[src/rtl/extbus_if_if.sv]
// Bus-pin and register-file signal bundle for the extbus_if host front end.
// The slave modport is the front end; the master modport is the host/register-file side.
`timescale 1ns/1ps

interface extbus_if_if;
  logic       extbus_cs_n;
  logic       extbus_rd_n;
  logic       extbus_wr_n;
  logic [4:0] extbus_a;
  logic [7:0] extbus_d_in;
  logic [7:0] extbus_d_out;
  logic       extbus_d_oe;
  logic [4:0] rd_addr;
  logic [7:0] reg_rddata;
  logic       reg_wr;
  logic [4:0] reg_wr_addr;
  logic [7:0] reg_wr_data;
  logic       reg_rd_done;
  logic [4:0] reg_rd_done_addr;

  modport slave (
    input  extbus_cs_n, extbus_rd_n, extbus_wr_n, extbus_a, extbus_d_in, reg_rddata,
    output extbus_d_out, extbus_d_oe, rd_addr,
    output reg_wr, reg_wr_addr, reg_wr_data, reg_rd_done, reg_rd_done_addr
  );

  modport master (
    output extbus_cs_n, extbus_rd_n, extbus_wr_n, extbus_a, extbus_d_in, reg_rddata,
    input  extbus_d_out, extbus_d_oe, rd_addr,
    input  reg_wr, reg_wr_addr, reg_wr_data, reg_rd_done, reg_rd_done_addr
  );
endinterface

[src/rtl/extbus_if.sv]
// Host-bus front end: synchronises async strobes into clk25 and emits one
// register-write or read-done pulse per completed bus cycle.
`timescale 1ns/1ps

module extbus_if #(
  parameter int SYNC_STAGES = 2
) (
  input logic        clk25,
  input logic        rst_n,
  extbus_if_if.slave bus
);

  typedef enum logic [1:0] {IDLE, WR, RD} state_t;

  logic [SYNC_STAGES-1:0] cs_sync_reg, rd_sync_reg, wr_sync_reg;
  logic                   cs_s, rd_s, wr_s;
  logic [4:0]             a_q_reg;
  logic [7:0]             d_q_reg;
  logic [12:0]            cap_reg;
  logic [4:0]             rd_addr_reg;
  state_t                 state_reg, state_next;
  logic                   wr_pulse_next, rd_pulse_next, rd_latch_next;
  logic                   reg_wr_reg, reg_rd_done_reg;
  logic [4:0]             reg_wr_addr_reg, reg_rd_done_addr_reg;
  logic [7:0]             reg_wr_data_reg;

  // Read path is purely combinational so data meets the phi2-high window.
  assign bus.extbus_d_oe  = !bus.extbus_cs_n && !bus.extbus_rd_n;
  assign bus.extbus_d_out = bus.reg_rddata;
  assign bus.rd_addr      = bus.extbus_a;

  assign cs_s = cs_sync_reg[SYNC_STAGES-1];
  assign rd_s = rd_sync_reg[SYNC_STAGES-1];
  assign wr_s = wr_sync_reg[SYNC_STAGES-1];

  always_ff @(posedge clk25 or negedge rst_n) begin
    if (!rst_n) begin
      cs_sync_reg <= '1;
      rd_sync_reg <= '1;
      wr_sync_reg <= '1;
    end else begin
      cs_sync_reg <= {cs_sync_reg[SYNC_STAGES-2:0], bus.extbus_cs_n};
      rd_sync_reg <= {rd_sync_reg[SYNC_STAGES-2:0], bus.extbus_rd_n};
      wr_sync_reg <= {wr_sync_reg[SYNC_STAGES-2:0], bus.extbus_wr_n};
    end
  end

  // Capture follows the bus while the write is active, so it ends up holding
  // the last address/data seen before wr_n rose.
  always_ff @(posedge clk25 or negedge rst_n) begin
    if (!rst_n) begin
      a_q_reg <= '0;
      d_q_reg <= '0;
      cap_reg <= '0;
    end else begin
      a_q_reg <= bus.extbus_a;
      d_q_reg <= bus.extbus_d_in;
      if (!wr_sync_reg[0] && !cs_sync_reg[0])
        cap_reg <= {a_q_reg, d_q_reg};
    end
  end

  always_ff @(posedge clk25 or negedge rst_n) begin
    if (!rst_n) state_reg <= IDLE;
    else        state_reg <= state_next;
  end

  always_comb begin
    state_next    = state_reg;
    wr_pulse_next = 1'b0;
    rd_pulse_next = 1'b0;
    rd_latch_next = 1'b0;
    case (state_reg)
      IDLE: begin
        if (!cs_s && !wr_s) begin
          state_next = WR;
        end else if (!cs_s && !rd_s) begin
          state_next    = RD;
          rd_latch_next = 1'b1;
        end
      end
      WR: begin
        if (wr_s || cs_s) begin
          state_next    = IDLE;
          wr_pulse_next = 1'b1;
        end
      end
      RD: begin
        if (rd_s || cs_s) begin
          state_next    = IDLE;
          rd_pulse_next = 1'b1;
        end
      end
      default: state_next = IDLE;
    endcase
  end

  always_ff @(posedge clk25 or negedge rst_n) begin
    if (!rst_n) begin
      rd_addr_reg          <= '0;
      reg_wr_reg           <= 1'b0;
      reg_rd_done_reg      <= 1'b0;
      reg_wr_addr_reg      <= '0;
      reg_wr_data_reg      <= '0;
      reg_rd_done_addr_reg <= '0;
    end else begin
      reg_wr_reg      <= wr_pulse_next;
      reg_rd_done_reg <= rd_pulse_next;
      if (rd_latch_next)
        rd_addr_reg <= a_q_reg;
      if (wr_pulse_next) begin
        reg_wr_addr_reg <= cap_reg[12:8];
        reg_wr_data_reg <= cap_reg[7:0];
      end
      if (rd_pulse_next)
        reg_rd_done_addr_reg <= rd_addr_reg;
    end
  end

  assign bus.reg_wr           = reg_wr_reg;
  assign bus.reg_wr_addr      = reg_wr_addr_reg;
  assign bus.reg_wr_data      = reg_wr_data_reg;
  assign bus.reg_rd_done      = reg_rd_done_reg;
  assign bus.reg_rd_done_addr = reg_rd_done_addr_reg;

endmodule

[src/flat_wrapper.sv]
// flat-port wrapper written by rule: the top's interface ports become plain ports
module extbus_if_flat 
#(
  parameter int SYNC_STAGES = 2
)
  (clk25, rst_n, bus_extbus_cs_n, bus_extbus_rd_n, bus_extbus_wr_n, bus_extbus_a, bus_extbus_d_in, bus_reg_rddata, bus_extbus_d_out, bus_extbus_d_oe, bus_rd_addr, bus_reg_wr, bus_reg_wr_addr, bus_reg_wr_data, bus_reg_rd_done, bus_reg_rd_done_addr);
  extbus_if_if bus_i ();
  input logic clk25;
  input logic rst_n;
  input wire logic [$bits(bus_i.extbus_cs_n)-1:0] bus_extbus_cs_n;
  input wire logic [$bits(bus_i.extbus_rd_n)-1:0] bus_extbus_rd_n;
  input wire logic [$bits(bus_i.extbus_wr_n)-1:0] bus_extbus_wr_n;
  input wire logic [$bits(bus_i.extbus_a)-1:0] bus_extbus_a;
  input wire logic [$bits(bus_i.extbus_d_in)-1:0] bus_extbus_d_in;
  input wire logic [$bits(bus_i.reg_rddata)-1:0] bus_reg_rddata;
  output wire logic [$bits(bus_i.extbus_d_out)-1:0] bus_extbus_d_out;
  output wire logic [$bits(bus_i.extbus_d_oe)-1:0] bus_extbus_d_oe;
  output wire logic [$bits(bus_i.rd_addr)-1:0] bus_rd_addr;
  output wire logic [$bits(bus_i.reg_wr)-1:0] bus_reg_wr;
  output wire logic [$bits(bus_i.reg_wr_addr)-1:0] bus_reg_wr_addr;
  output wire logic [$bits(bus_i.reg_wr_data)-1:0] bus_reg_wr_data;
  output wire logic [$bits(bus_i.reg_rd_done)-1:0] bus_reg_rd_done;
  output wire logic [$bits(bus_i.reg_rd_done_addr)-1:0] bus_reg_rd_done_addr;
  assign bus_i.extbus_cs_n = bus_extbus_cs_n;
  assign bus_i.extbus_rd_n = bus_extbus_rd_n;
  assign bus_i.extbus_wr_n = bus_extbus_wr_n;
  assign bus_i.extbus_a = bus_extbus_a;
  assign bus_i.extbus_d_in = bus_extbus_d_in;
  assign bus_i.reg_rddata = bus_reg_rddata;
  assign bus_extbus_d_out = bus_i.extbus_d_out;
  assign bus_extbus_d_oe = bus_i.extbus_d_oe;
  assign bus_rd_addr = bus_i.rd_addr;
  assign bus_reg_wr = bus_i.reg_wr;
  assign bus_reg_wr_addr = bus_i.reg_wr_addr;
  assign bus_reg_wr_data = bus_i.reg_wr_data;
  assign bus_reg_rd_done = bus_i.reg_rd_done;
  assign bus_reg_rd_done_addr = bus_i.reg_rd_done_addr;
  extbus_if #(.SYNC_STAGES(SYNC_STAGES)) u_core (.clk25(clk25), .rst_n(rst_n), .bus(bus_i));
endmodule
[config.mk]
export PLATFORM = sky130hd
export DESIGN_NAME = extbus_if_flat
export DESIGN_NICKNAME = d
export VERILOG_FILES = /design/src/rtl/extbus_if_if.sv /design/src/rtl/extbus_if.sv /design/src/flat_wrapper.sv
export SDC_FILE = /design/constraint.sdc
export NUM_CORES = 1
export LEC_CHECK = 0
export ABC_AREA = 0
export CORE_MARGIN = 2
export CORE_UTILIZATION = 40
export CTS_BUF_LIST = sky130_fd_sc_hd__clkbuf_4 sky130_fd_sc_hd__clkbuf_8 sky130_fd_sc_hd__clkbuf_16
export DETAILED_ROUTE_END_ITERATION = 12
export GPL_TIMING_DRIVEN = 0
export HOLD_SLACK_MARGIN = 0.08
export PLACE_DENSITY = 0.65
export SETUP_SLACK_MARGIN = 0.5
export SLEW_MARGIN = 20
export SYNTH_ARGS = -nofsm -noshare
export SYNTH_HDL_FRONTEND = slang
export SYNTH_SLANG_ARGS = --single-unit
[constraint.sdc]
create_clock -name clk25 -period 2.28 [get_ports clk25]
set_input_delay 0.684 -clock clk25 [delete_from_list [all_inputs] [get_ports clk25]]
set_output_delay 0.684 -clock clk25 [all_outputs]
set_load 0.03 [all_outputs]
# Word-level counts from Yosys, hierarchy flattened
# Cells that the tools add are included.
# word_totals
ff_bits	59
inputBits	26
output_inout_bits	34
# classes
n_eq_ne	5
muxes	12
n_reduce_logical	15
# ops
operator	n
2-bit two-way mux	4
1-bit logical NOT	7
1-bit two-way mux	7
2-bit case mux with 3 select lines	1
1-bit logical AND	4
2-bit by 1-bit inequality test with 1-bit output (second input constant)	2
3-bit by 1-bit inequality test with 1-bit output (second input constant)	1
3-bit AND reduction	1
2-bit by 1-bit == test with 1-bit output (second input constant)	1
2-bit == test (second input constant)	1
2-bit logical NOT	1
1-bit logical OR	2

# Logic depth before layout (Yosys ltp)
# Gate-level depths: netlist of run 1.
# depth
depth_word	5
mapped_depth	4
depth_no_buf	3

# Worst setup path before layout of run 1
# No wires, ideal clock.
# synth_path
path_type	input port to output port
from	in bus_extbus_rd_n
to	out bus_extbus_d_oe
t_arrival_ns	1.097
t_required_ns	1.596
setup_slack_ns	0.499
path_stages	1
n_path_buf	0
path_cell_list	nor2_1
# synth_via
elab_chain_len	2
# synth_lines
item	line	text
start, declared	flat_wrapper.sv:11	input wire logic [$bits(bus_i.extbus_rd_n)-1:0] bus_extbus_rd_n;
1-bit logical NOT	extbus_if.sv:28	assign bus.extbus_d_oe = !bus.extbus_cs_n && !bus.extbus_rd_n;
1-bit logical AND	extbus_if.sv:28	
end, declared	flat_wrapper.sv:17	output wire logic [$bits(bus_i.extbus_d_oe)-1:0] bus_extbus_d_oe;
# No other way between the ends.

# Worst setup path after layout of run 1
# layout_path
from	in bus_reg_rddata[5]
to	out bus_extbus_d_out[5]
# layout_rtl
item	line	text
start, declared	flat_wrapper.sv:15	input wire logic [$bits(bus_i.reg_rddata)-1:0] bus_reg_rddata;
end, declared	flat_wrapper.sv:16	output wire logic [$bits(bus_i.extbus_d_out)-1:0] bus_extbus_d_out;
# No word-level cell between the ends.

==> impl_summary.md, run 1 <==
Clock network
The clock transition at the register clock pins on the worst setup and hold paths after CTS is 0.06 ns. The count of buffers added by post-CTS timing repair for setup is 0. The number of buffers added by the clock tree synthesis step is 9. The number of buffers between clock root and the deepest sink is 2. TritonCTS built the clock tree. The master cell of the clock root buffer is sky130_fd_sc_hd__clkbuf_8. The number of hold buffers added after CTS is 0. Clock latency on the worst-skew pair, taken at its later pin, is 0.33 ns. The H-tree generated during clock tree synthesis spans 3 levels. The clock net sink count is 59.

Drt
The number of search-and-repair iterations in the first detailed-routing pass is 2. The routed layout has 1142 vias. Dividing the detail-routed via count by the number of cells gives 4.44. Dividing the detail-routed wire length by the instance count gives 13.7 um. The count of antenna-violating nets left after detailed routing is 0. The post-detailed-route DRC marker count is 0.

The number of violations reported at the end of detailed-routing iteration 0 is 39. Summed over all layers, the routed wires come to 3530 um.

Layout
The count of cells in the finished layout, fillers not included, comes to 257. The final antenna diode count is 0. After routing the design area is 2870 um2. The area added between synthesis and finish is 35.3%.

The post-route netlist has 57.8% of its cells at a drive strength greater than 1. The number of flip-flops under the largest register name is 13. The post-layout net count is 208.

Synth
The synthesized flop and latch total is 59. For this run, the number of Yosys warnings is 0. The share of the Yosys chip area taken by registers is 69.8%. The summed instance area of the synthesized netlist is 2120 um2. The number of nets produced by synthesis is 146. The cell count after synthesis came out at 120.

The number of different library cells used by synthesis comes to 13. The synthesized area per cell is 17.7 um2.

Worst setup path
The category of the most critical setup path is primary input to output pin. Among cell families on the critical path, the largest total delay comes from buffers and inverters. Of all nets on the critical path, the largest fanout is 1. The number of buffer and inverter stages on the critical path is 2. The standard cell with the maximum stage delay on the critical path is sky130_fd_sc_hd__clkdlybuf4s15_2. For this run, the slowest stage of the critical path takes 0.27 ns. The arrival time at the worst endpoint is 1.06 ns. For the worst setup path, the data required time is 1.60 ns. The worst setup path is launched from a primary input.

The flop-to-flop setup slack is 0.70 ns. The endpoint class of the critical path is an output pin. Walking the worst path, the cells encountered are buf_4 > clkdlybuf4s15_2.

Global route
The number of global-route vias before repair is 1276. Entering global routing, the biggest net connects 60 pins. The sum of overflow across all layers after global routing is 0. The first global-routing pass estimated 6110 um of wire. For this run, the total global-route usage over all layers was measured as 13.7%. The number of antenna violations at the first check in global routing is 0.

Timing
The tightest hold path in the finished design has a slack of 0.358 ns. Static timing analysis puts the maximum clock frequency at 573 MHz. The final period demand of the worst path is 1.75 ns. Dividing the final minimum period by the clock period gives 76.6%. For the pin with the worst max-slew slack, the measured transition is 0.715 ns. The count of pins over their slew limit is 0. The final worst clock skew is 0.00564 ns.

Measured against its own limit, the worst slew margin works out to 52.3%. The hold violation count in the final report was 0. The setup-violating endpoint count in the final report is 0. Setup repair after global routing left no endpoint under its margin. After routing, the total negative slack on setup checks comes to 0 ns.

Place
During placement, the flow inserted port buffers numbering 51. The placed wire-length estimate after detailed placement is 2460 um. The instance area after placement is 2720 um2. The congestion estimate from routability-driven global placement came to 0.679. Counting tap cells, the placed design contains a total of 241 instances.

Die
The floorplan core area is 5110 um2. The I/O pin count is 60. The number of rows created at floorplan is 26.

The die is 76.9 um tall. The die boundary width is 76.9 um. The die covers 5910 um2. For this configuration, the core starts out at a cell density of 41.6%.

Status
The flow ran to the end, and the final reports show no timing, DRC or antenna violations.

Power and ir drop
Across the VDD grid, the largest voltage drop is 0.000506 V. The design draws 0.00296 W. Summed over all cells, the static leakage comes to 1.31 nW. The power density normalized to cell area is 1030 nW/um2.

Flow run
Max-cap violations in this run came to 0.

Worst hold path
The class of the worst hold path is register to register.
report_power, final:
part	switching (W)	total [W]	internal, W	leakage [nW]
Combinational	0.000399	0.000728	0.000330	0.509
Clock	0.000361	0.000897	0.000536	0.107
Sequential	0.0000988	0.00134	0.00124	0.695
Total	0.000859	0.00296	0.00211	1.31
cells in the mapped netlist:
| cell type | n | area share (%) |
|---|---|---|
| sky130_fd_sc_hd__nor3_1 | 2 | 0.47 |
| sky130_fd_sc_hd__buf_12 | 1 | 0.94 |
| sky130_fd_sc_hd__nand3b_1 | 1 | 0.35 |
| sky130_fd_sc_hd__buf_2 | 1 | 0.24 |
| sky130_fd_sc_hd__nor2_2 | 1 | 0.29 |
| sky130_fd_sc_hd__dfstp_2 | 6 | 7.4 |
| sky130_fd_sc_hd__mux2_2 | 27 | 14 |
| sky130_fd_sc_hd__buf_4 | 13 | 4.6 |
| sky130_fd_sc_hd__dfrtp_1 | 53 | 62 |
| sky130_fd_sc_hd__nor3b_4 | 2 | 1.8 |
| sky130_fd_sc_hd__mux2_4 | 9 | 6.4 |
| sky130_fd_sc_hd__nor2b_1 | 1 | 0.29 |
| sky130_fd_sc_hd__nor2_1 | 3 | 0.53 |
metal layers:
metal / global-route usage [%] / up-vias / share of wire, %
met1: 15.7 / 576 / 41
li1: - / 518 / -
met2: 21.4 / 43 / 49
met3: 7.76 / 5 / 8.2
met5: 0 / - / 0
met4: 4.91 / 0 / 1.2
logic make-up after synthesis:
logic type | after synthesis | synth area share [%]
muxes | 36 | 20.7
and+or+nand+nor | 10 | 3.71
DFF | 59 | 69.8
buffers and inverters | 15 | 5.77
cell type report:
cell class / count / area [um2]
fill: 434 / 2230
sequential: 59 / 1480
multi-input combinational: 46 / 520
timing repair buffer: 51 / 449
clock buffer: 15 / 194
buffer: 15 / 134
tap: 70 / 87.6
clock inverter: 1 / 5.00
layout by cell type, fill, tap and decap left out, types with 2 or more instances in the layout:
cell and instances:
sky130_fd_sc_hd__mux2_2 27, sky130_fd_sc_hd__clkbuf_2 9, sky130_fd_sc_hd__clkbuf_8 13, sky130_fd_sc_hd__buf_4 11, sky130_fd_sc_hd__dfstp_2 6, sky130_fd_sc_hd__buf_6 9
sky130_fd_sc_hd__dlygate4sd2_1 2, sky130_fd_sc_hd__dfrtp_1 53, sky130_fd_sc_hd__clkdlybuf4s50_1 9, sky130_fd_sc_hd__mux2_4 9, sky130_fd_sc_hd__clkdlybuf4s15_2 9, sky130_fd_sc_hd__clkbuf_4 2
sky130_fd_sc_hd__nor2_2 2, sky130_fd_sc_hd__nor3_1 2, sky130_fd_sc_hd__nor2_1 2, sky130_fd_sc_hd__nor3b_4 2, sky130_fd_sc_hd__clkdlybuf4s15_1 9, sky130_fd_sc_hd__buf_2 7
stage by stage:
step / utilization (%) / setup WS (ns)
floorplan: - / 0.637
global placement: 53.4 / -1.07
detailed placement: 53.3 / -0.338
CTS: 56.9 / 0.404
global route: 56.3 / 0.502
finish: 56.3 / 0.534
worst paths after layout:
path,from,endpoint,cells after the start
setup reg to reg,u_core.cs_sync_reg[1]$_DFF_PN1_,u_core.bus.reg_wr_data[1]$_DFFE_PN0P_,4
hold / removal,u_core.rd_sync_reg[0]$_DFF_PN1_,u_core.rd_sync_reg[1]$_DFF_PN1_,0
max in group asynchronous,rst_n,u_core.d_q_reg[3]$_DFF_PN0_,1
hold reg to reg,u_core.rd_sync_reg[0]$_DFF_PN1_,u_core.rd_sync_reg[1]$_DFF_PN1_,0
setup / recovery,bus_reg_rddata[5],bus_extbus_d_out[5],2
min in group asynchronous,rst_n,u_core.bus.reg_rd_done_addr[0]$_DFFE_PN0P_,1
repair_timing:
action | CTS | global route
resized for setup | 124 | 19
endpoints found under the hold margin | 0 | 0
setup endpoints to repair | 34 | 18
pin swaps | 1 | 0
Power figures use the tool's default switching activity.
==> run 2, diff against run 1 <==
- PLACE_DENSITY: 0.65 -> 0.67
- clock period: 2.28 -> 1.5 ns (I/O delays scaled with it)
==> run 2 against run 1 <==
  * Sequential share of layout area shrank 9.9 points
  * Combinational power up 130%
  * Non-clock buffer count up 27
  * Via count increased by 11%
  * Sequential power rose by 56%
  * Flip-flop and latch count unchanged
  * Clock skew grew 0.0027 ns
  * Hold slack got worse by 0.17 ns
  * Total power up 78%
  * Critical path type is now register to register
  * Wire length is 21% higher
  * Largest cell class unchanged
  * Setup slack lost 0.52 ns
  * Count of clock-buffer cells in the layout decreased by 1
  * Highest routed layer unchanged
==> impl_summary.md, run 2 (synthesis results as in run 1) <==
Clock network
The clock transition at the register clock pins on the worst setup and hold paths after CTS is 0.06 ns (about the same). The number of buffers added by the clock tree synthesis step came to 9 (unchanged). The clock latency of the later-clocked register in the worst-skew pair came to 0.32 ns (about the same). The number of hold buffers added after CTS is 0 (unchanged). The number of H-tree levels was 3 (unchanged). The number of buffers between clock root and the deepest sink is 2 (unchanged). TritonCTS built the clock tree. The master cell of the clock root buffer is sky130_fd_sc_hd__clkbuf_8. The clock net sink count came to 59 (unchanged).

Timing
The final period demand of the worst path is 1.48 ns. Setup repair after global routing could not meet its margin everywhere. The final worst clock skew is 0.00838 ns (+0.00274 ns).

Based on the critical path, the design can be clocked at up to 675 MHz. The setup-violating endpoint count in the final report came to 0 (unchanged). The measured slew at the worst slew-check pin is 0.700 ns (-0.0149 ns). The hold violation count in the final report is 0 (unchanged). The tightest hold margin is 0.186 ns (-0.172 ns).

The worst-case headroom to the max-slew limit is 53.3% (+0.99 points). The count of pins over their slew limit is 0 (unchanged). The final critical path takes up 98.8% of the cycle.

Drt
The number of search-and-repair iterations in the first detailed-routing pass is 2 (unchanged). The total via count in the routed design is 1267 (+11%). The number of violations reported at the end of detailed-routing iteration 0 came to 32 (-18%). The average routed wire per standard cell is 15.1 um (+9.7%).

The post-detailed-route DRC marker count is 0 (unchanged). The count of antenna-violating nets left after detailed routing is 0 (unchanged). The average vias per placed instance is 4.48 (+0.75%). The wire length after detailed routing was 4260 um (+21%).

Layout
The final core area utilization is 69.5% (+13 points). The multi-input gate area in the final layout is 647 um2 (+24%). Leaving out fill and tap cells, the most frequent cell in the layout is sky130_fd_sc_hd__dfrtp_1. The number of fill cells in the layout is 342 (-21%). The top cell types in the final layout, fill and taps aside, are 53 x sky130_fd_sc_hd__dfrtp_1, 36 x sky130_fd_sc_hd__mux2_4, 33 x sky130_fd_sc_hd__buf_8. The final antenna diode count was 0 (unchanged). The share of post-route cells with drive strength above 1 is 69.5% (+12 points).

The non-filler instance count after layout is 283 (+10%). The post-layout net count came to 235 (+13%). The number of flip-flops under the largest register name came to 13 (unchanged).

The sequential cell area in the final layout is 1480 um2 (unchanged). The area added between synthesis and finish is 67.2%.

Die
The I/O pin count is 60 (unchanged). The floorplan core area is 5110 um2 (unchanged). The effective utilization at floorplan came to 41.6% (unchanged). The die height is 76.9 um (unchanged). The area enclosed by the die boundary is 5910 um2 (unchanged). The number of rows created at floorplan is 26 (unchanged). The die boundary width was 76.9 um (unchanged).

Place
The placed wire-length estimate after detailed placement was 2400 um (-2.3%). The placer's final routability congestion estimate is 0.687 (+1.2%). The cell count after placement is 241 (unchanged). The count of buffers from port buffering is 51 (unchanged).

Global route
The global-route wire length before repair is 6490 um (+6.1%). The number of global-route vias before repair is 1345 (+5.4%). The overall fraction of global-route tracks in use is 14.5% (+0.84 points). The number of antenna violations at the first check in global routing is 0 (unchanged). The sum of overflow across all layers after global routing was 0 (unchanged). The largest net degree at the start of global routing came to 60 (unchanged).

Worst setup path
The arrival time at the worst endpoint came to 1.68 ns (+0.62 ns). The flop-to-flop setup slack is 0.02 ns (-0.68 ns). The worst setup path is launched from a register. The cell repeated most along the worst path is sky130_fd_sc_hd__buf_6. The logic depth of the worst register-to-register path was 5 (+1). The standard cell with the maximum stage delay on the critical path is sky130_fd_sc_hd__dfstp_2. The worst register-to-register path begins at u_core.cs_sync_reg[1]$_DFF_PN1_. The destination of the worst register-to-register timing path is u_core.bus.reg_rd_done_addr[4]$_DFFE_PN0P_. Traced cell by cell, the critical path runs through buf_6 > nor2_4 > nor3b_4 > buf_6 > mux2_4.

The required time of the critical path is 1.70 ns (+0.10 ns). The largest fanout on the critical path is 4 (+3). The worst setup path is of the register to register kind. The launching element of the worst setup path is u_core.cs_sync_reg[1]$_DFF_PN1_. The biggest cell delay along the critical path is 0.55 ns (+0.28 ns). The endpoint class of the critical path is a register. The critical path endpoint is u_core.bus.reg_rd_done_addr[4]$_DFFE_PN0P_.

Power and ir drop
The power density normalized to cell area is 1490 nW/um2 (+44%). The switching fraction of total power is 27.2% (-1.7 points). The net switching power is 0.00144 W (+68%). The part of the total power dissipated in sequential elements is 39.5% (-5.7 points). The relative contribution of combinational cells to total power came to 31.9% (+7.3 points).

The cell-internal power is 0.00385 W (+83%). The share of power burned in the clock network is 28.7% (-1.6 points). The leakage power of the design is 1.68 nW (+28%).

The largest voltage drop on the vdd net is 0.000990 V (+96%).

Status
The run finished with clean final reports.

Worst hold path
The class of the worst hold path is primary input to asynchronous set/reset pin.

Flow run
The number of max-capacitance violations reported came to 0 (unchanged).
==> run 2: cell count changes in the layout (fill, tap and decap cells not counted), moves of 9 or more <==
cell                              delta
sky130_fd_sc_hd__buf_6              +22
sky130_fd_sc_hd__buf_8              +33
sky130_fd_sc_hd__clkbuf_2            -9
sky130_fd_sc_hd__clkdlybuf4s15_1     -9
sky130_fd_sc_hd__clkdlybuf4s15_2     -9
sky130_fd_sc_hd__mux2_2             -27
sky130_fd_sc_hd__mux2_4             +27
==> run 2: layout make-up <==
cell class                      instances  area share (%)
Buffer                                 15            6.48
Clock buffer                           14            5.25
Clock inverter                          1           0.845
Multi-Input combinational cell         46            18.2
Sequential cell                        59            41.8
Tap cell                               70            2.47
Timing Repair Buffer                   78            25.0
==> run 2: how the worst min path moves through the flow <==
stage	from	endpoint	cells past startpoint
5_1_grt	bus_extbus_a[0]	u_core.a_q_reg[0]$_DFF_PN0_	1
3_5_place_dp	u_core.rd_sync_reg[0]$_DFF_PN1_	u_core.rd_sync_reg[1]$_DFF_PN1_	0
6_report	rst_n	u_core.rd_addr_reg[1]$_DFFE_PN0P_	1
3_3_place_gp	u_core.rd_sync_reg[0]$_DFF_PN1_	u_core.rd_sync_reg[1]$_DFF_PN1_	0
4_1_cts	rst_n	u_core.rd_addr_reg[1]$_DFFE_PN0P_	1
2_1_floorplan	rst_n	u_core.a_q_reg[0]$_DFF_PN0_	0
==> run 2: metal layers <==
layer	GRT usage, %	wire length [um]	vias to the layer above	part of all wire (%)
met5	0	0	-	0
met4	9.82	108	0	2.5
met2	24.2	2290	40	54
li1	-	-	569	-
met1	16.5	1700	648	40
met3	3.53	167	10	3.9
==> run 2: timing repair <==
item                       4_1_cts  5_1_grt
pin swaps                        4        3
cloned                           1        0
setup endpoints to repair       69       72
setup buffers                   17        9
gates resized for setup        293       39
==> run 2: critical path, delay by kind of cell, from the launching register on <==
kind                   cells  cell delay [ns]
buffers and inverters      2             0.28
AND/OR/NAND/NOR            2             0.26
flip-flops                 1             0.55
multiplexers               1             0.29
==> run 2: per-stage QoR <==
stage | setup slack [ns] | power (W) | area (um2) | TNS, ns
global placement | -1.60 | 0.00335 | 2860 | -96.37
detailed placement | -0.712 | 0.00338 | 2860 | -6.02
finish | 0.0176 | 0.00529 | 3550 | 0
CTS | 0.0359 | 0.00517 | 3350 | 0
global route | -0.0208 | 0.00552 | 3550 | -0.0565
floorplan | 0.0278 | 0.00283 | 2260 | 0
==> run 2: power by group through the flow <==
stage	combinational (W)	clock [W]	sequential (W)
floorplan	0.000442	0	0.00239
global placement	0.00129	0	0.00206
detailed placement	0.00131	0	0.00207
CTS	0.00154	0.00155	0.00208
global route	0.00177	0.00163	0.00212
finish	0.00169	0.00152	0.00209
==> RTL change 1, RTL diff (settings of run 2) <==
`SYNC_STAGES` is set to 2 in 2 places; all go to 4.
--- a/src/rtl/extbus_if.sv
+++ b/src/rtl/extbus_if.sv
@@ -4,5 +4,5 @@
 
 module extbus_if #(
-  parameter int SYNC_STAGES = 2
+  parameter int SYNC_STAGES = 4
 ) (
   input logic        clk25,
--- a/src/flat_wrapper.sv
+++ b/src/flat_wrapper.sv
@@ -2,5 +2,5 @@
 module extbus_if_flat 
 #(
-  parameter int SYNC_STAGES = 2
+  parameter int SYNC_STAGES = 4
 )
   (clk25, rst_n, bus_extbus_cs_n, bus_extbus_rd_n, bus_extbus_wr_n, bus_extbus_a, bus_extbus_d_in, bus_reg_rddata, bus_extbus_d_out, bus_extbus_d_oe, bus_rd_addr, bus_reg_wr, bus_reg_wr_addr, bus_reg_wr_data, bus_reg_rd_done, bus_reg_rd_done_addr);
Check against the original RTL: not equivalent (a bounded check fails within 10 cycles, from zero or initial values and one cycle with rst_n low).
==> RTL change 1 against run 2 <==
First-iteration DRC count rose by 120%. Final area rose by 3.7%. Routed wire length rose by 1.9%. Count of clock-buffer cells in the layout rose by 1. Largest cell class unchanged. Power fell by 1.5%. Synthesized area rose by 7.4%. Worst setup slack got worse by 0.030 ns. Sequential cell count rose by 6. Critical endpoint is now u_core.bus.reg_rd_done_addr[0]. The run now ends with negative setup slack left.
==> RTL change 1: results (changes against run 2) <==
[synthesis]
ys_warn_count = 0  ; unchanged
postSynth.asyncResetShare_pct = 100  ; unchanged
synth_cell_types = 13  ; unchanged
seq_area_frac_synth_pct = 71.9  ; +2.1 points
synth.top_cells.by_count = 53 x dfrtp_1, 27 x mux2_2, 13 x buf_4, 12 x dfstp_2, 9 x mux2_4
synth-edff-count = 0  ; unchanged
synth.area.top_cells = dfrtp_1 58%, dfstp_2 14%, mux2_2 13%
syn_nets = 152  ; +4.1%

[routing]
wirelength_um = 4350  ; +1.9%
viasPerCell = 4.47  ; about the same
drt-pass1-iter-count = 3  ; +1
drt_iter0_drc = 71  ; +120%

[global_route]
grt_pass1_wl_um = 7020  ; +8.2%
antenna_found_initial = 0  ; unchanged
grt_pass1_vias = 1426  ; +6.0%
grt_max_degree = 66  ; +10%
grt_usage_pct = 15.0  ; +0.45 points

[finish]
insertedDiodeCount = 0  ; unchanged
layout-drive-gt1-share_pct = 69.9  ; +0.38 points
largest_register_ffs = 13  ; unchanged
fin_nets = 241  ; +2.6%

[placed_design]
port-buffer-count = 51  ; unchanged
gp_congestion = 0.672  ; -2.2%
dp_hpwl_um = 2560  ; +6.7%
post-place-ws_ns = -0.690  ; +0.0215 ns

[timing]
worst_slack_ns = -0.0120  ; -0.0296 ns
slew_headroom_pct = 47.9  ; -5.4 points
setup_violations = 8  ; +8
finalClockSkew_ns = 0.00843  ; +0.0000497 ns

[cts]
cts_buffer_depth = 2  ; unchanged
htreeDepth = 3  ; unchanged
cts_root_buffer = clkbuf_8
cts_buffers = 9  ; unchanged
clkSlewWorstSetupHoldPaths_ns = 0.07
clkLatencyLatePin_ns = 0.32  ; about the same

[worst_setup_path]
arrival_ns = 1.72  ; +0.04 ns
slowest_delay_ns = 0.56
crit_fanout = 3  ; -1
crit_slowest_cell = dfstp_2

[hold_path]
hp-class = in2async

[pwr]
ir_drop_mv = 0.787  ; -20%
p_leak_nw = 1.73  ; +2.6%

[outcome]
failed_checks = negative setup slack
status = complete, but fails checks

==> RTL change 1: layout make-up <==
| cell class | count | area [um2] |
|---|---|---|
| fill | 382 | 1820 |
| sequential | 65 | 1640 |
| buffer | 15 | 235 |
| clock buffer | 15 | 175 |
| timing repair buffer | 78 | 905 |
| tap | 72 | 90.1 |
| multi-input combinational | 46 | 637 |
==> RTL change 1: path summary, 6_finish.rpt <==
check	startpoint	end	slack (ns)	cells after the start
setup reg to reg	u_core.cs_sync_reg[3]	u_core.bus.reg_rd_done_addr[0]	-0.01	5
max in group asynchronous	rst_n	u_core.rd_addr_reg[2]	0.78	1
min in group clk25	bus_extbus_rd_n	u_core.rd_sync_reg[0]	0.23	1
hold reg to reg	u_core.cs_sync_reg[1]	u_core.cs_sync_reg[2]	0.35	0
hold / removal	rst_n	u_core.bus.reg_wr_addr[1]	0.20	1
setup / recovery	u_core.cs_sync_reg[3]	u_core.bus.reg_rd_done_addr[0]	-0.01	5
==> RTL change 1: worst max-delay path, delay by kind of cell, from the launching register on <==
kind / cells / cell delay [ns]
flip-flops: 1 / 0.56
buffers and inverters: 2 / 0.27
multiplexers: 1 / 0.29
AND/OR/NAND/NOR: 2 / 0.28
==> RTL change 1: repair_timing <==
action,CTS,global route
cloned,1,1
setup buffers,21,4
hold buffers,0,0
pin swaps,6,5
resized for setup,323,6
endpoints found under the setup margin,72,74
==> RTL change 1: metrics by stage <==
stage	cells	setup TNS [ns]	area, um2	hold WS (ns)
CTS	286	-0.0880	3610	0.210
finish	291	-0.0450	3680	0.202
detailed placement	249	-6.44	3020	0.347
floorplan	126	0	2420	0.154
global placement	249	-116.59	3020	0.346
global route	291	-0.753	3680	0.212
==> RTL change 1: cell families after synthesis <==
logic type | Yosys count | synth area share (%)
flip-flops | 65 | 71.9
buffers and inverters | 15 | 5.37
AND/OR/NAND/NOR | 10 | 3.45
multiplexers | 36 | 19.2
==> RTL change 1: routing by layer <==
layer,wire length (um),track usage (%),vias up
met5,0,0,-
met4,78,6.21,0
met3,209,4.75,7
met2,2300,24.0,35
met1,1760,18.8,674
li1,-,-,586
==> RTL change 1: power breakdown <==
group	total, W	switching (W)	internal [W]
Clock	0.00130	0.000573	0.000731
Combinational	0.00164	0.000672	0.000967
Sequential	0.00227	0.000206	0.00206
==> RTL change 2, RTL diff (flow settings as in run 2) <==
Made on the original files. Re-encode `state_t` (3 states) as one-hot, 3 bits wide.
--- a/src/rtl/extbus_if.sv
+++ b/src/rtl/extbus_if.sv
@@ -11,5 +11,5 @@
 );
 
-  typedef enum logic [1:0] {IDLE, WR, RD} state_t;
+  typedef enum logic [2:0] {IDLE = 3'b001, WR = 3'b010, RD = 3'b100} state_t;
 
   logic [SYNC_STAGES-1:0] cs_sync_reg, rd_sync_reg, wr_sync_reg;
Formal check against the unedited RTL: same outputs for any inputs over 10 cycles, from zero or initial values and one cycle with rst_n low; not proved beyond that.
==> RTL change 2 against run 2 <==
The run now ends with negative setup slack left. Worst setup slack got worse by 0.039 ns. First-iteration DRC count grew 120%. Final area grew 2.9%. Routed wire length is 6.4% higher. Worst hold slack got worse by 0.019 ns. Sequential cell count grew 1. Power rose by 12%. Synthesized area increased by 1.5%.
==> RTL change 2: results (changes against run 2) <==
[timing]
tns_ns = -0.155  ; -0.155 ns
setup_violations = 11  ; +11
finalClockSkew_ns = 0.0130  ; +0.00457 ns
worst_slack_ns = -0.0210  ; -0.0386 ns
tightest_slew_ns = 0.717  ; +0.0165 ns

[synthesis]
synth_cell_types = 18  ; +5
seq_area_frac_synth_pct = 70.0  ; +0.16 points
synth.area.top_cells = dfrtp_1 61%, mux2_2 19%, dfstp_2 8.5%
syn_nets = 155  ; +6.2%
synthFlopType = dfrtp_1
synth.top_cells.by_count = 53 x dfrtp_1, 36 x mux2_2, 13 x buf_4, 7 x dfstp_2, 6 x nor2_1
synth_compound_area_share_pct = 1.45  ; +1.5 points
synth_top_family_by_area = multiplexers
synthMuxAreaShare_pct = 18.8  ; -1.9 points
syn_inst = 129  ; +7.5%
synthXorXnorAreaFrac_pct = 0.406  ; +0.41 points

[routing]
drt_iter0_drc = 69  ; +120%
wl_met3_um = 310  ; +86%
wl_met1_um = 1880  ; +11%
wirelength_um = 4540  ; +6.4%
drt-pass1-iter-count = 4  ; +2
viasPerCell = 4.56  ; +1.8%

[placed_design]
dp_hpwl_um = 2490  ; +3.6%
post-place-ws_ns = -0.690  ; +0.0221 ns
dp_cells = 250  ; +3.7%
placed_cell_area_um2 = 2880  ; +0.92%

[cts]
clkLatencyLatePin_ns = 0.34  ; +0.02 ns
cts_resized = 332  ; +13%
cts_setup_buffers = 20  ; +3

[finish]
num-fill-cells = 349  ; +2.0%
syn_to_final_growth_pct = 69.4
fin_cells = 297  ; +4.9%

[global_route]
grt_pass1_wl_um = 7570  ; +17%
grtUsageMet2_pct = 26.3  ; +2.1 points
gr-usage-met1_pct = 20.7  ; +4.2 points
grt_usage_pct = 16.9  ; +2.4 points
use_met3_pct = 7.79  ; +4.3 points
grt_max_degree = 61  ; +1.7%

[hold_path]
hp-class = in2async

[worst_setup_path]
arrival_ns = 1.73  ; +0.05 ns
path_delay_family = flip-flops

[outcome]
status = complete, but fails checks
failed_checks = negative setup slack

[pwr]
p_leak_nw = 1.71  ; +1.6%
p_sw_w = 0.00171  ; +18%
ir_drop_mv = 1.01  ; +2.5%
p_clk_w = 0.00165  ; +9%
share_comb_of_total_power_pct = 34.2  ; +2.3 points
p_int_w = 0.00420  ; +9.1%

[RTL change 2: layout make-up]
type	instances	area share, %
Clock buffer	12	4.35
Buffer	15	6.30
Tap cell	70	2.40
Sequential cell	60	41.4
Multi-Input combinational cell	54	18.2
Clock inverter	4	1.99
Timing Repair Buffer	82	25.4
[RTL change 2: path summary, 6_finish.rpt]
path                                        from                         to  slack (ns)  cells after the start
max reg2reg                u_core.wr_sync_reg[1]  u_core.bus.reg_wr_addr[4]       -0.02                      5
max                        u_core.wr_sync_reg[1]  u_core.bus.reg_wr_addr[4]       -0.02                      5
min in group clk25               bus_extbus_rd_n      u_core.rd_sync_reg[0]        0.21                      1
max in group asynchronous                  rst_n        u_core.state_reg[2]        0.83                      1
min reg2reg                u_core.rd_sync_reg[0]      u_core.rd_sync_reg[1]        0.36                      0
min                                        rst_n          u_core.a_q_reg[1]        0.17                      1
